$ cat config.mk
export PLATFORM = sky130hd
export DESIGN_NAME = async_fifo_wr_ctrl
export DESIGN_NICKNAME = d
export VERILOG_FILES = /design/src/rtl/async_fifo_pkg.sv /design/src/rtl/gray2bin.sv /design/src/rtl/async_fifo_wr_ctrl.sv
export SDC_FILE = /design/constraint.sdc
export NUM_CORES = 1
export LEC_CHECK = 0
export ABC_AREA = 0
export BUFFER_PORTS_ARGS = -buffer_cell sky130_fd_sc_hd__buf_2
export CAP_MARGIN = 20
export CORE_ASPECT_RATIO = 1.25
export CORE_MARGIN = 4
export CORE_UTILIZATION = 46
export CTS_CLUSTER_DIAMETER = 40
export DETAILED_ROUTE_END_ITERATION = 7
export GPL_ROUTABILITY_DRIVEN = 0
export HOLD_SLACK_MARGIN = 0.06
export PLACE_DENSITY = 0.69
export SLEW_MARGIN = 0
export SYNTH_ARGS = -nofsm -noshare
export SYNTH_HDL_FRONTEND = slang
export SYNTH_SLANG_ARGS = --single-unit
$ cat constraint.sdc
create_clock -name clk -period 3.6 [get_ports clk]
set_clock_uncertainty 0.2 [all_clocks]
set_input_delay 0.18 -clock clk [delete_from_list [all_inputs] [get_ports clk]]
set_output_delay 0.18 -clock clk [all_outputs]
set_load 0.05 [all_outputs]
$ cat src/rtl/async_fifo_pkg.sv
// ----------------------------------------------------------------------------
// async_fifo_pkg
//   Shared types and helpers for the async FIFO.
//   - wr_state_e : write-controller packet state (IDLE, PKT, DROP)
//   - bin2gray   : binary to Gray code conversion. It works on a wide vector,
//                  and callers cast to their own pointer width.
// ----------------------------------------------------------------------------
package async_fifo_pkg;

    localparam int MAX_PTR_W = 16;

    typedef enum logic [1:0] {
        IDLE = 2'd0,
        PKT  = 2'd1,
        DROP = 2'd2
    } wr_state_e;

    // Zero-extending the input leaves the low Gray bits unchanged. A caller can
    // therefore truncate the result back to its own pointer width.
    function automatic logic [MAX_PTR_W-1:0] bin2gray(input logic [MAX_PTR_W-1:0] bin);
        return bin ^ (bin >> 1);
    endfunction

endpackage

$ cat src/rtl/gray2bin.sv
// ----------------------------------------------------------------------------
// gray2bin
//   Combinational Gray code to binary converter.
//   Ports:
//     gray  in  W  Gray-coded value
//     bin   out W  binary equivalent
// ----------------------------------------------------------------------------
module gray2bin #(
    parameter int W = 4
) (
    input  logic [W-1:0] gray,
    output logic [W-1:0] bin
);

    // Binary bit i is the XOR of all Gray bits at position i and above.
    always_comb begin
        bin = '0;
        for (int i = 0; i < W; i++) begin
            bin[i] = ^(gray >> i);
        end
    end

endmodule

$ cat src/rtl/async_fifo_wr_ctrl.sv
// ----------------------------------------------------------------------------
// async_fifo_wr_ctrl
//   Write-side controller of the async FIFO, in the write clock domain.
//   The block accepts a valid/ready beat stream and drives the RAM write port.
//   It keeps two write pointers. The speculative pointer (spec_bin) advances
//   on every beat written. The committed pointer (commit_bin) is the only one
//   the reader can see, and it is published as wptr_gray.
//   In packet mode, a packet becomes visible only on s_last. A packet that is
//   aborted, or that cannot fit in the FIFO, is rewound.
//   Ports:
//     clk, rst_n       write clock, async active-low reset
//     s_valid/s_ready  beat handshake; s_last ends a packet, s_abort drops it
//     rptr_gray_sync   read pointer (Gray), already synchronised to clk
//     mem_wen          RAM write enable (combinational)
//     mem_waddr        RAM write address
//     wptr_gray        committed write pointer, Gray, registered
//     full             FIFO full
//     almost_full      free_cnt <= AFULL_THRESH
//     free_cnt         free entries
//     pkt_dropped      one-cycle pulse after a packet is rewound
// ----------------------------------------------------------------------------
module async_fifo_wr_ctrl
    import async_fifo_pkg::*;
#(
    parameter int ADDR_W       = 4,
    parameter int AFULL_THRESH = 2,
    parameter int PKT_MODE     = 1
) (
    input  logic              clk,
    input  logic              rst_n,
    input  logic              s_valid,
    output logic              s_ready,
    input  logic              s_last,
    input  logic              s_abort,
    input  logic [ADDR_W:0]   rptr_gray_sync,
    output logic              mem_wen,
    output logic [ADDR_W-1:0] mem_waddr,
    output logic [ADDR_W:0]   wptr_gray,
    output logic              full,
    output logic              almost_full,
    output logic [ADDR_W:0]   free_cnt,
    output logic              pkt_dropped
);

    localparam int              PTR_W  = ADDR_W + 1;
    localparam logic [PTR_W-1:0] DEPTH = {1'b1, {ADDR_W{1'b0}}};
    localparam bit              PKT_EN = (PKT_MODE != 0);

    wr_state_e        state_q, state_d;
    logic [PTR_W-1:0] spec_bin_q,    spec_bin_d;
    logic [PTR_W-1:0] commit_bin_q,  commit_bin_d;
    logic [PTR_W-1:0] wptr_gray_q,   wptr_gray_d;
    logic [PTR_W-1:0] rbin_q,        rbin_d;
    logic             pkt_dropped_q, pkt_dropped_d;

    logic [PTR_W-1:0] used;
    logic [PTR_W-1:0] in_flight;
    logic [PTR_W-1:0] spec_inc;
    logic             accept;
    logic             oversize;
    logic             drop_evt;

    gray2bin #(.W(PTR_W)) u_rptr_g2b (
        .gray (rptr_gray_sync),
        .bin  (rbin_d)
    );

    // State register.
    // NOTE: sequential state uses non-blocking assignments only. Every flop then
    // samples the values from before the clock edge, whatever order the
    // statements are in.
    always_ff @(posedge clk or negedge rst_n) begin
        if (!rst_n) begin
            state_q       <= IDLE;
            spec_bin_q    <= '0;
            commit_bin_q  <= '0;
            wptr_gray_q   <= '0;
            rbin_q        <= '0;
            pkt_dropped_q <= 1'b0;
        end else begin
            state_q       <= state_d;
            spec_bin_q    <= spec_bin_d;
            commit_bin_q  <= commit_bin_d;
            wptr_gray_q   <= wptr_gray_d;
            rbin_q        <= rbin_d;
            pkt_dropped_q <= pkt_dropped_d;
        end
    end

    // Output and handshake logic. The occupancy is computed from the
    // speculative pointer and the registered read pointer. full and free_cnt
    // therefore never run ahead of what the reader has actually freed.
    always_comb begin
        used        = spec_bin_q - rbin_q;
        in_flight   = spec_bin_q - commit_bin_q;
        full        = (used == DEPTH);
        free_cnt    = DEPTH - used;
        almost_full = (int'(free_cnt) <= AFULL_THRESH);
        // While in DROP, beats are swallowed even when the FIFO is full.
        s_ready     = (state_q == DROP) || !full;
        accept      = s_valid && s_ready;
        // When an unfinished packet already fills the RAM, it can never
        // commit. The check is qualified by s_valid rather than by accept,
        // because s_ready is already low at that point. Qualifying by accept
        // would deadlock the stream.
        oversize    = PKT_EN && (in_flight == DEPTH) && s_valid && !s_last;
        drop_evt    = PKT_EN && (state_q != DROP) && ((accept && s_abort) || oversize);
        mem_wen     = accept && (state_q != DROP) && !(PKT_EN && s_abort) && !oversize;
        mem_waddr   = spec_bin_q[ADDR_W-1:0];
        wptr_gray   = wptr_gray_q;
        pkt_dropped = pkt_dropped_q;
    end

    // Next-state logic.
    // NOTE: every signal is assigned a default before any branch. A path that
    // misses an assignment would otherwise infer a latch.
    always_comb begin
        state_d       = state_q;
        spec_bin_d    = spec_bin_q;
        commit_bin_d  = commit_bin_q;
        wptr_gray_d   = wptr_gray_q;
        pkt_dropped_d = 1'b0;
        spec_inc      = spec_bin_q + 1'b1;

        if (!PKT_EN) begin
            state_d = IDLE;
            if (mem_wen) begin
                spec_bin_d   = spec_inc;
                commit_bin_d = spec_inc;
                wptr_gray_d  = PTR_W'(bin2gray(MAX_PTR_W'(spec_inc)));
            end
        end else begin
            unique case (state_q)
                IDLE, PKT: begin
                    if (drop_evt) begin
                        // Rewind. The published pointer is left untouched.
                        spec_bin_d    = commit_bin_q;
                        pkt_dropped_d = 1'b1;
                        state_d       = (accept && s_last) ? IDLE : DROP;
                    end else if (mem_wen) begin
                        spec_bin_d = spec_inc;
                        if (s_last) begin
                            commit_bin_d = spec_inc;
                            wptr_gray_d  = PTR_W'(bin2gray(MAX_PTR_W'(spec_inc)));
                            state_d      = IDLE;
                        end else begin
                            state_d = PKT;
                        end
                    end
                end
                DROP: begin
                    if (accept && s_last) begin
                        state_d = IDLE;
                    end
                end
                default: state_d = IDLE;
            endcase
        end
    end

endmodule

==> results.py, run 1 <==
metrics = {
    "layout": {
        "layout_commonest_cell": "buf_2",
        "diodes": 0,
        "nNetsFinal": 218,
        "n_fill_cell": 269,
        "final_cell_mix": "buf_2 (28), dfrtp_1 (22), inv_1 (16), nand2_1 (14)",
        "area_delta_synth_final_pct": 20.6,
        "drive_above_1_share": 0.206,
    },
    "clocking": {
        "clock_latency_ns": 0.32,
        "clk_pin_slew_ns": 0.13,
        "cts_root_buffer": "clkbuf_4",
        "cts_buffers": 3,
        "cts.sinks": 22,
        "cts-resized-gates": 0,
        "cts_buffer_depth": 2,
        "cts_max_level": 1,
        "cts_tree": "built",
    },
    "synth": {
        "synth_area_per_cell_um2": 9.27,
        "synthDistinctLibCells": 33,
        "yosysWarnings": 0,
        "synth_cells": 158,
        "async_reset_ff_frac": 1.00,
        "synth-edff-count": 0,
        "synth_ff_type": "dfrtp_1",
        "syn_area_um2": 1470,
        "ys_seq_area_frac": 0.376,
        "synthesis.nets": 181,
        "synth_seq_cells": 22,
    },
    "sta": {
        "hold_slack_ns": 0.0919,
        "setup_viol": 0,
        "rsz0062_at_grt": "false",
        "max_clock_freq_mhz": 298,
        "maxSlewHeadroom": 0.607,
        "period_share": 0.933,
        "fin_setup_tns_ns": 0,
        "setup_ws_ns": 0.241,
        "period_minus_slack_ns": 3.36,
        "slew_violations": 0,
        "hold_viol_final": 0,
        "tightest_slew_ns": 0.589,
    },
    "drt": {
        "drtIter0Drc": 47,
        "drt_first_pass_iters": 4,
        "antenna_left": 0,
        "vias_per_cell": 5.36,
        "routed-via-count": 1233,
        "routed_wl_um": 3350,
        "wl_per_cell_um": 14.5,
        "drc": 0,
    },
    "floorplanning": {
        "dieHeight_um": 71.1,
        "die_w_um": 58.5,
        "io_pins": 29,
        "coreArea_um2": 3000,
        "initial_core_util": 0.488,
        "die_area_um2": 4160,
        "num_rows": 22,
    },
    "grt": {
        "grt_pass1_wl_um": 5890,
        "grt_max_degree": 23,
        "grtUsageTotal": 0.184,
        "grt_pass1_vias": 1339,
        "antenna_found_initial": 0,
        "overflow": 0,
    },
    "placement": {
        "dp_slack_ns": 0.482,
        "portBuffers": 28,
        "dp.final_hpwl_um": 2540,
    },
    "worst_setup_path": {
        "worstPathMaxFanout": 8,
        "critical_path_required_ns": 3.22,
        "cp.buffers_inverters": 3,
        "r2r_cells": 13,
        "critPathLaunchType": "flip-flop",
        "critical-path-max-stage-delay_ns": 0.49,
        "crit_top_cell": "ha_1",
        "critical-path-top-delay-family": "adder cells",
        "critical_path.slowest_cell": "fa_1",
        "cp.arrival_ns": 2.98,
        "endpoint_kind": "primary output",
        "r2r_setup_slack_ns": 0.29,
        "critical_path_class": "flip-flop to primary output",
        "path_cells": "inv_1 -> ha_1 -> fa_1 -> ha_1 -> nand2_1 -> nor2_1 -> ha_1 -> nor2b_1 -> buf_4 -> nand2_1 -> nor3_2 -> buf_2",
        "path_depth": 12,
    },
    "outcome": {
        "outcome": "finished clean",
    },
    "worst_hold_path": {
        "whs_path_depth": 4,
        "hold_class": "primary input to flip-flop",
    },
    "job": {
        "drv_cap": 0,
    },
}
cells in the mapped netlist, types with 2 or more instances:
| master | instances | area [um2] |
|---|---|---|
| a21o_1 | 2 | 15.0 |
| a21oi_1 | 12 | 60.1 |
| buf_4 | 6 | 45.0 |
| clkbuf_1 | 3 | 11.3 |
| dfrtp_1 | 22 | 551 |
| ha_1 | 12 | 150 |
| inv_1 | 16 | 60.1 |
| nand2_1 | 14 | 52.6 |
| nand2b_1 | 3 | 18.8 |
| nand3_1 | 3 | 15.0 |
| nor2_1 | 12 | 45.0 |
| nor2b_1 | 2 | 12.5 |
| nor3_1 | 3 | 15.0 |
| o21ai_0 | 9 | 45.0 |
| o22ai_1 | 2 | 12.5 |
| o31a_1 | 2 | 17.5 |
| o32ai_1 | 2 | 17.5 |
| xnor2_1 | 10 | 87.6 |
| xor2_1 | 9 | 78.8 |
tightest hold or removal path, cell delays in order:
cell     delay, ns
buf_2         0.15
nor3_1        0.08
a21oi_1       0.11
nor3_1        0.06
worst paths after layout:
kind / endpoint / start
worst max-delay path: mem_wen / spec_bin_q[0]$_DFFE_PN0P_
worst min register to register: wptr_gray[0]$_DFFE_PN0P_ / wptr_gray[0]$_DFFE_PN0P_
max in group asynchronous: spec_bin_q[2]$_DFFE_PN0P_ / rst_n
worst max register to register: state_q[1]$_DFFE_PN0P_ / spec_bin_q[0]$_DFFE_PN0P_
worst min-delay path: state_q[0]$_DFFE_PN0P_ / s_abort
min in group asynchronous: wptr_gray[3]$_DFFE_PN0P_ / rst_n
cell families after synthesis:
family / count (synthesis) / share of synthesized area
flip-flops: 22 / 0.376
buffers and inverters: 25 / 0.0794
adder cells (fa/ha/maj): 13 / 0.116
AO/OA/AOI/OAI: 32 / 0.130
XOR/XNOR: 21 / 0.140
AND/OR/NAND/NOR: 44 / 0.151
multiplexers: 1 / 0.00769
routing by layer:
layer	global-route usage	share of wire
met1	0.186	0.38
met2	0.354	0.54
met3	0.0292	0.045
met4	0.0799	0.027
met5	0	0
sequential cells by signal (all words and copies together) (netlist names):
| signal | cells |
|---|---|
| commit_bin_q | 5 |
| pkt_dropped | 1 |
| rbin_q | 5 |
| spec_bin_q | 5 |
| state_q | 2 |
| wptr_gray | 4 |
cell type report:
class / instances / area, um2 / share of cell area
clock buffer: 4 / 36.3 / 0.0205
inverter: 16 / 60.1 / 0.0340
multi-input combinational: 111 / 810 / 0.458
sequential: 22 / 551 / 0.312
tap: 36 / 45.0 / 0.0255
timing repair buffer: 41 / 265 / 0.150
through the flow:
step                std cells  utilization  instance area [um2]
finish                    230        0.589                 1770
global route              230        0.589                 1770
floorplan                 158            -                 1480
CTS                       230        0.589                 1770
global placement          215        0.540                 1620
detailed placement        215        0.540                 1620
what timing repair did:
action / CTS / global route
setup buffers: 0 / 0
hold buffers: 11 / 0
endpoints found under the hold margin: 29 / 0
setup endpoints to repair: 0 / 0
Power of run 1 is not shown: default switching activity piles up to over one toggle a cycle in this logic, so the estimate is an artifact.
==> run 2: changes to the inputs <==
Settings changed: GPL_ROUTABILITY_DRIVEN 0 to not set.
Clock period 3.6 ns to 3.57 ns, I/O delays scaled along.
==> run 2 against run 1 <==
Die area unchanged. Largest cell class unchanged. Cell area rose by 1.2%. Routed wire length grew 1.3%. Critical endpoint unchanged.
==> results.py, run 2 (same netlist as run 1, synthesis figures left out) <==
metrics = {
    "outcome": {
        "outcome": "finished clean",
    },
    "layout": {
        "drive_above_1_share": 0.210,
        "layout_commonest_cell": "buf_2",
        "final_cell_mix": "buf_2 (28), dfrtp_1 (21), inv_1 (16), nand2_1 (14), dlygate4sd3_1 (13)",
        "top_regs": "commit_bin_q (5), rbin_q (5), spec_bin_q (5)",
        "diodes": 0,
        "n_fill_cell": 253,
        "fin_area_um2": 1790,
        "nNetsFinal": 219,
        "area_delta_synth_final_pct": 22.0,
        "final-instance-count-excl-fill": 231,
    },
    "worst_hold_path": {
        "hold_start": "s_abort",
        "hold_class": "primary input to flip-flop",
        "whs_path_depth": 5,
        "holdPathEnd": "spec_bin_q[0]$_DFFE_PN0P_",
    },
    "sta": {
        "period_share": 0.931,
        "hold_viol_final": 0,
        "period_minus_slack_ns": 3.32,
        "hold_slack_ns": 0.118,
        "maxSlewHeadroom": 0.649,
        "rsz0062_at_grt": "false",
        "fin_setup_tns_ns": 0,
        "setup_viol": 0,
        "max_clock_freq_mhz": 301,
        "slew_violations": 0,
        "tightest_slew_ns": 0.526,
    },
    "drt": {
        "drt_first_pass_iters": 4,
        "vias_per_cell": 5.48,
        "drtIter0Drc": 43,
        "routed_wl_um": 3390,
        "antenna_left": 0,
        "routed-via-count": 1265,
        "drc": 0,
        "wl_per_cell_um": 14.7,
    },
    "floorplanning": {
        "die_w_um": 58.5,
        "io_pins": 29,
        "dieHeight_um": 71.1,
        "coreArea_um2": 3000,
        "die_area_um2": 4160,
        "initial_core_util": 0.488,
        "num_rows": 22,
    },
    "clocking": {
        "cts_buffers": 3,
        "cts_buffer_depth": 2,
        "cts.sinks": 22,
        "cts_max_level": 1,
        "cts_root_buffer": "clkbuf_4",
        "clk_pin_slew_ns": 0.12,
        "cts_tree": "built",
        "clock_latency_ns": 0.32,
    },
    "worst_setup_path": {
        "r2r_setup_slack_ns": 0.30,
        "r2r_end": "state_q[1]$_DFFE_PN0P_",
        "cp.arrival_ns": 2.95,
        "r2r_cells": 13,
        "worstPathMaxFanout": 9,
        "endpoint_kind": "primary output",
        "critical_path_required_ns": 3.19,
        "critPathLaunch": "spec_bin_q[0]$_DFFE_PN0P_",
        "critical_path_class": "flip-flop to primary output",
        "critPathLaunchType": "flip-flop",
        "r2r-start": "spec_bin_q[0]$_DFFE_PN0P_",
    },
    "grt": {
        "grtUsageTotal": 0.178,
        "grt_max_degree": 23,
        "grt_pass1_wl_um": 5720,
        "grt_pass1_vias": 1341,
        "overflow": 0,
        "antenna_found_initial": 0,
    },
    "placement": {
        "placed_area_um2": 1610,
        "dp.final_hpwl_um": 2500,
        "placed_cells": 214,
        "gp_congestion": 0.923,
        "portBuffers": 28,
    },
    "job": {
        "drv_cap": 0,
    },
}
## run 2: metrics by stage
stage	utilization	setup WS, ns
6_report	0.596	0.245
3_3_place_gp	0.538	0.400
5_1_grt	0.596	0.0646
4_1_cts	0.594	0.0806
3_5_place_dp	0.538	0.295
2_1_floorplan	-	0.102
## run 2: cell type report
| type | instances | area [um2] | share of cell area |
|---|---|---|---|
| Clock buffer | 4 | 36.3 | 0.0203 |
| Multi-Input combinational cell | 111 | 817 | 0.457 |
| Tap cell | 36 | 45.0 | 0.0252 |
| Timing Repair Buffer | 42 | 278 | 0.155 |
| Inverter | 16 | 60.1 | 0.0336 |
| Sequential cell | 22 | 552 | 0.309 |
## run 2: critical path, stage by stage, from the launching register on
cell	delay (ns)
dfrtp_2	0.45
inv_1	0.11
ha_1	0.23
fa_1	0.42
inv_1	0.08
a21o_1	0.11
a21oi_1	0.08
xnor2_1	0.15
ha_1	0.26
nor2b_4	0.22
nand2_1	0.09
nor3_2	0.13
buf_2	0.29
## run 2: worst max-delay path by stage
stage | end | depth (start not counted) | slack [ns]
floorplan | almost_full | 8 | 0.10
global placement | commit_bin_q[1]$_DFFE_PN0P_ | 12 | 0.40
detailed placement | commit_bin_q[1]$_DFFE_PN0P_ | 12 | 0.29
CTS | mem_wen | 12 | 0.08
global route | mem_wen | 12 | 0.06
finish | mem_wen | 12 | 0.25
## run 2: what timing repair did
item                       in CTS  in global routing
hold endpoints to repair       29                  0
setup endpoints to repair       1                  2
hold buffers                   13                  0
gates resized for setup         1                  2
setup buffers                   0                  0
## run 2: layer usage
metal | vias up | wire length [um] | track usage
li1 | 603 | - | -
met1 | 590 | 1310 | 0.186
met2 | 55 | 1750 | 0.314
met3 | 17 | 181 | 0.0328
met4 | 0 | 148 | 0.116
met5 | - | 0 | 0
Power of run 2 is left out for the same reason.
==> run 3: changes to the inputs <==
Settings changed: ABC_AREA 0 to 1, CORE_MARGIN 4 to not set, PLACE_DENSITY 0.69 to 0.68.
==> run 3 against run 2 <==
Cell area increased by 3.0%. Synthesized area increased by 6.7%. Count of clock-buffer cells in the layout unchanged. Final cell count increased by 12%. Global-route usage increased by 1.1 points. Fmax decreased by 0.23%. Non-clock buffer count decreased by 5. Worst setup slack got worse by 0.0076 ns. First-iteration DRC count decreased by 19%. Die area decreased by 13%. Worst hold slack improved by 0.036 ns. Flip-flop and latch count unchanged.
==> results.py, run 3 <==
metrics = {
    "floorplanning": {
        "die_w_um": 54.1,
        "die_area_um2": 3640,
        "io_pins": 29,
        "dieHeight_um": 67.2,
        "num_rows": 23,
        "coreArea_um2": 3220,
        "initial_core_util": 0.485,
    },
    "drt": {
        "drt_first_pass_iters": 4,
        "vias_per_cell": 4.86,
        "drc": 0,
        "wl_per_cell_um": 11.6,
        "routed_wl_um": 3010,
        "routed-via-count": 1258,
        "antenna_left": 0,
        "drtIter0Drc": 35,
    },
    "layout": {
        "area_delta_synth_final_pct": 17.9,
        "diodes": 0,
        "layout_commonest_cell": "nand2_1",
        "top_regs": "commit_bin_q (5), rbin_q (5), spec_bin_q (5)",
        "final_cell_mix": "nand2_1 (54), buf_2 (28), inv_1 (21), dfrtp_1 (21), xor2_1 (14)",
        "nNetsFinal": 246,
        "drive_above_1_share": 0.275,
    },
    "worst_setup_path": {
        "r2r-start": "spec_bin_q[0]$_DFFE_PN0P_",
        "endpoint_kind": "primary output",
        "critical_path_class": "flip-flop to primary output",
        "critical_path_required_ns": 3.19,
        "critPathLaunch": "spec_bin_q[0]$_DFFE_PN0P_",
        "cp.arrival_ns": 2.95,
        "worstPathMaxFanout": 7,
        "critPathLaunchType": "flip-flop",
    },
    "synth": {
        "synthesis.nets": 210,
        "synth_cells": 187,
        "synth_area_leader_cell": "dfrtp_1",
        "syn_area_um2": 1560,
        "synth_top_area_frac": 0.352,
        "synth.most_common_cell": "nand2_1",
        "synth_area_per_cell_um2": 8.36,
        "async_reset_ff_frac": 1.00,
        "synthDistinctLibCells": 27,
        "ys_seq_area_frac": 0.352,
        "synth-edff-count": 0,
        "synth_common_cells": "nand2_1 (54), dfrtp_1 (22), inv_1 (21), xor2_1 (14), ha_1 (12)",
        "synth_seq_cells": 22,
        "synth_area_leaders": "dfrtp_1 (35%), nand2_1 (13%), ha_1 (9.6%), xor2_1 (7.8%), inv_1 (5.0%)",
        "yosysWarnings": 0,
        "synth_ff_type": "dfrtp_1",
    },
    "clocking": {
        "cts.sinks": 22,
        "cts_buffer_depth": 2,
        "cts_root_buffer": "clkbuf_8",
        "clock_latency_ns": 0.27,
        "cts_buffers": 3,
        "clk_pin_slew_ns": 0.08,
        "cts_tree": "built",
        "cts_max_level": 1,
        "cts_setup_buffers": 0,
    },
    "grt": {
        "grt_pass1_vias": 1108,
        "grt_pass1_wl_um": 4910,
        "antenna_found_initial": 0,
        "grtUsageTotal": 0.189,
        "overflow": 0,
        "grt_max_degree": 23,
    },
    "worst_hold_path": {
        "hold_class": "primary input to flip-flop",
        "hold_start": "s_valid",
    },
    "placement": {
        "gp_congestion": 0.857,
        "dp.final_hpwl_um": 2290,
        "portBuffers": 28,
    },
    "sta": {
        "fin_setup_tns_ns": 0,
        "max_clock_freq_mhz": 300,
        "maxSlewHeadroom": 0.667,
        "period_minus_slack_ns": 3.33,
        "tightest_slew_ns": 0.500,
        "rsz0062_at_grt": "false",
        "period_share": 0.933,
        "slew_violations": 0,
        "setup_viol": 0,
        "hold_viol_final": 0,
    },
    "outcome": {
        "outcome": "finished clean",
    },
    "job": {
        "drv_cap": 0,
    },
}
run 3: changes by cell type after synthesis, sizes merged, moves of 4 or more:
cell / delta
xnor2: -8
nand3: +9
inv: +10
a21oi: -7
xor2: +4
nand2: +49
run 3: per-layer routing:
| metal | up-vias | GRT usage | part of all wire |
|---|---|---|---|
| li1 | 649 | - | - |
| met1 | 578 | 0.255 | 0.48 |
| met2 | 26 | 0.303 | 0.47 |
| met3 | 5 | 0.0135 | 0.033 |
| met4 | 0 | 0.0865 | 0.017 |
| met5 | - | 0 | 0 |
run 3: logic make-up after synthesis:
group,synth area share
AOI/OAI and AO/OA,0.0841
xor gates and xnor gates,0.0897
adders and majority gates,0.109
buffers and inverters,0.101
DFF,0.352
and+or+nand+nor,0.264
run 3: worst max-delay path, cell delays in order, from the launching register on:
cell and delay (ns):
dfrtp_2 0.44, inv_1 0.10, ha_1 0.23, fa_1 0.40
or2_1 0.22, nand2_1 0.06, inv_1 0.06, nand2_1 0.07
nor2_1 0.05, ha_1 0.27, nor4_2 0.30, nand2_2 0.15
inv_4 0.09, buf_2 0.26
run 3: final timing paths:
path                                               end  slack, ns  depth (start not counted)
max                                            mem_wen       0.24                         13
max in group asynchronous    spec_bin_q[0]$_DFFE_PN0P_       2.60                          2
min                             state_q[1]$_DFFE_PN0P_       0.15                          4
max reg2reg                commit_bin_q[1]$_DFFE_PN0P_       0.41                         15
min reg2reg                   wptr_gray[3]$_DFFE_PN0P_       0.29                          2
min in group asynchronous     wptr_gray[0]$_DFFE_PN0P_       0.20                          2
run 3: through the flow:
stage	hold WS (ns)	utilization	area, um2	cells	setup slack, ns
2_1_floorplan	-0.317	-	1560	187	0.188
3_3_place_gp	-0.0279	0.527	1700	247	0.370
3_5_place_dp	-0.0228	0.527	1700	247	0.285
4_1_cts	0.134	0.569	1830	259	0.0823
5_1_grt	0.171	0.571	1840	259	0.0297
6_report	0.154	0.571	1840	259	0.238
run 3: layout make-up:
cell class	instances	area [um2]
Multi-Input combinational cell	133	861
Fill cell	328	1380
Inverter	26	100
Timing Repair Buffer	37	228
Clock buffer	4	55.1
Sequential cell	22	552
Tap cell	37	46.3
run 3: repair_timing:
action / in CTS / in global routing
resized for setup: 0 / 2
hold endpoints to repair: 28 / 0
hold buffers: 8 / 0
setup endpoints to repair: 0 / 6
Power of run 3 is left out for the same reason.
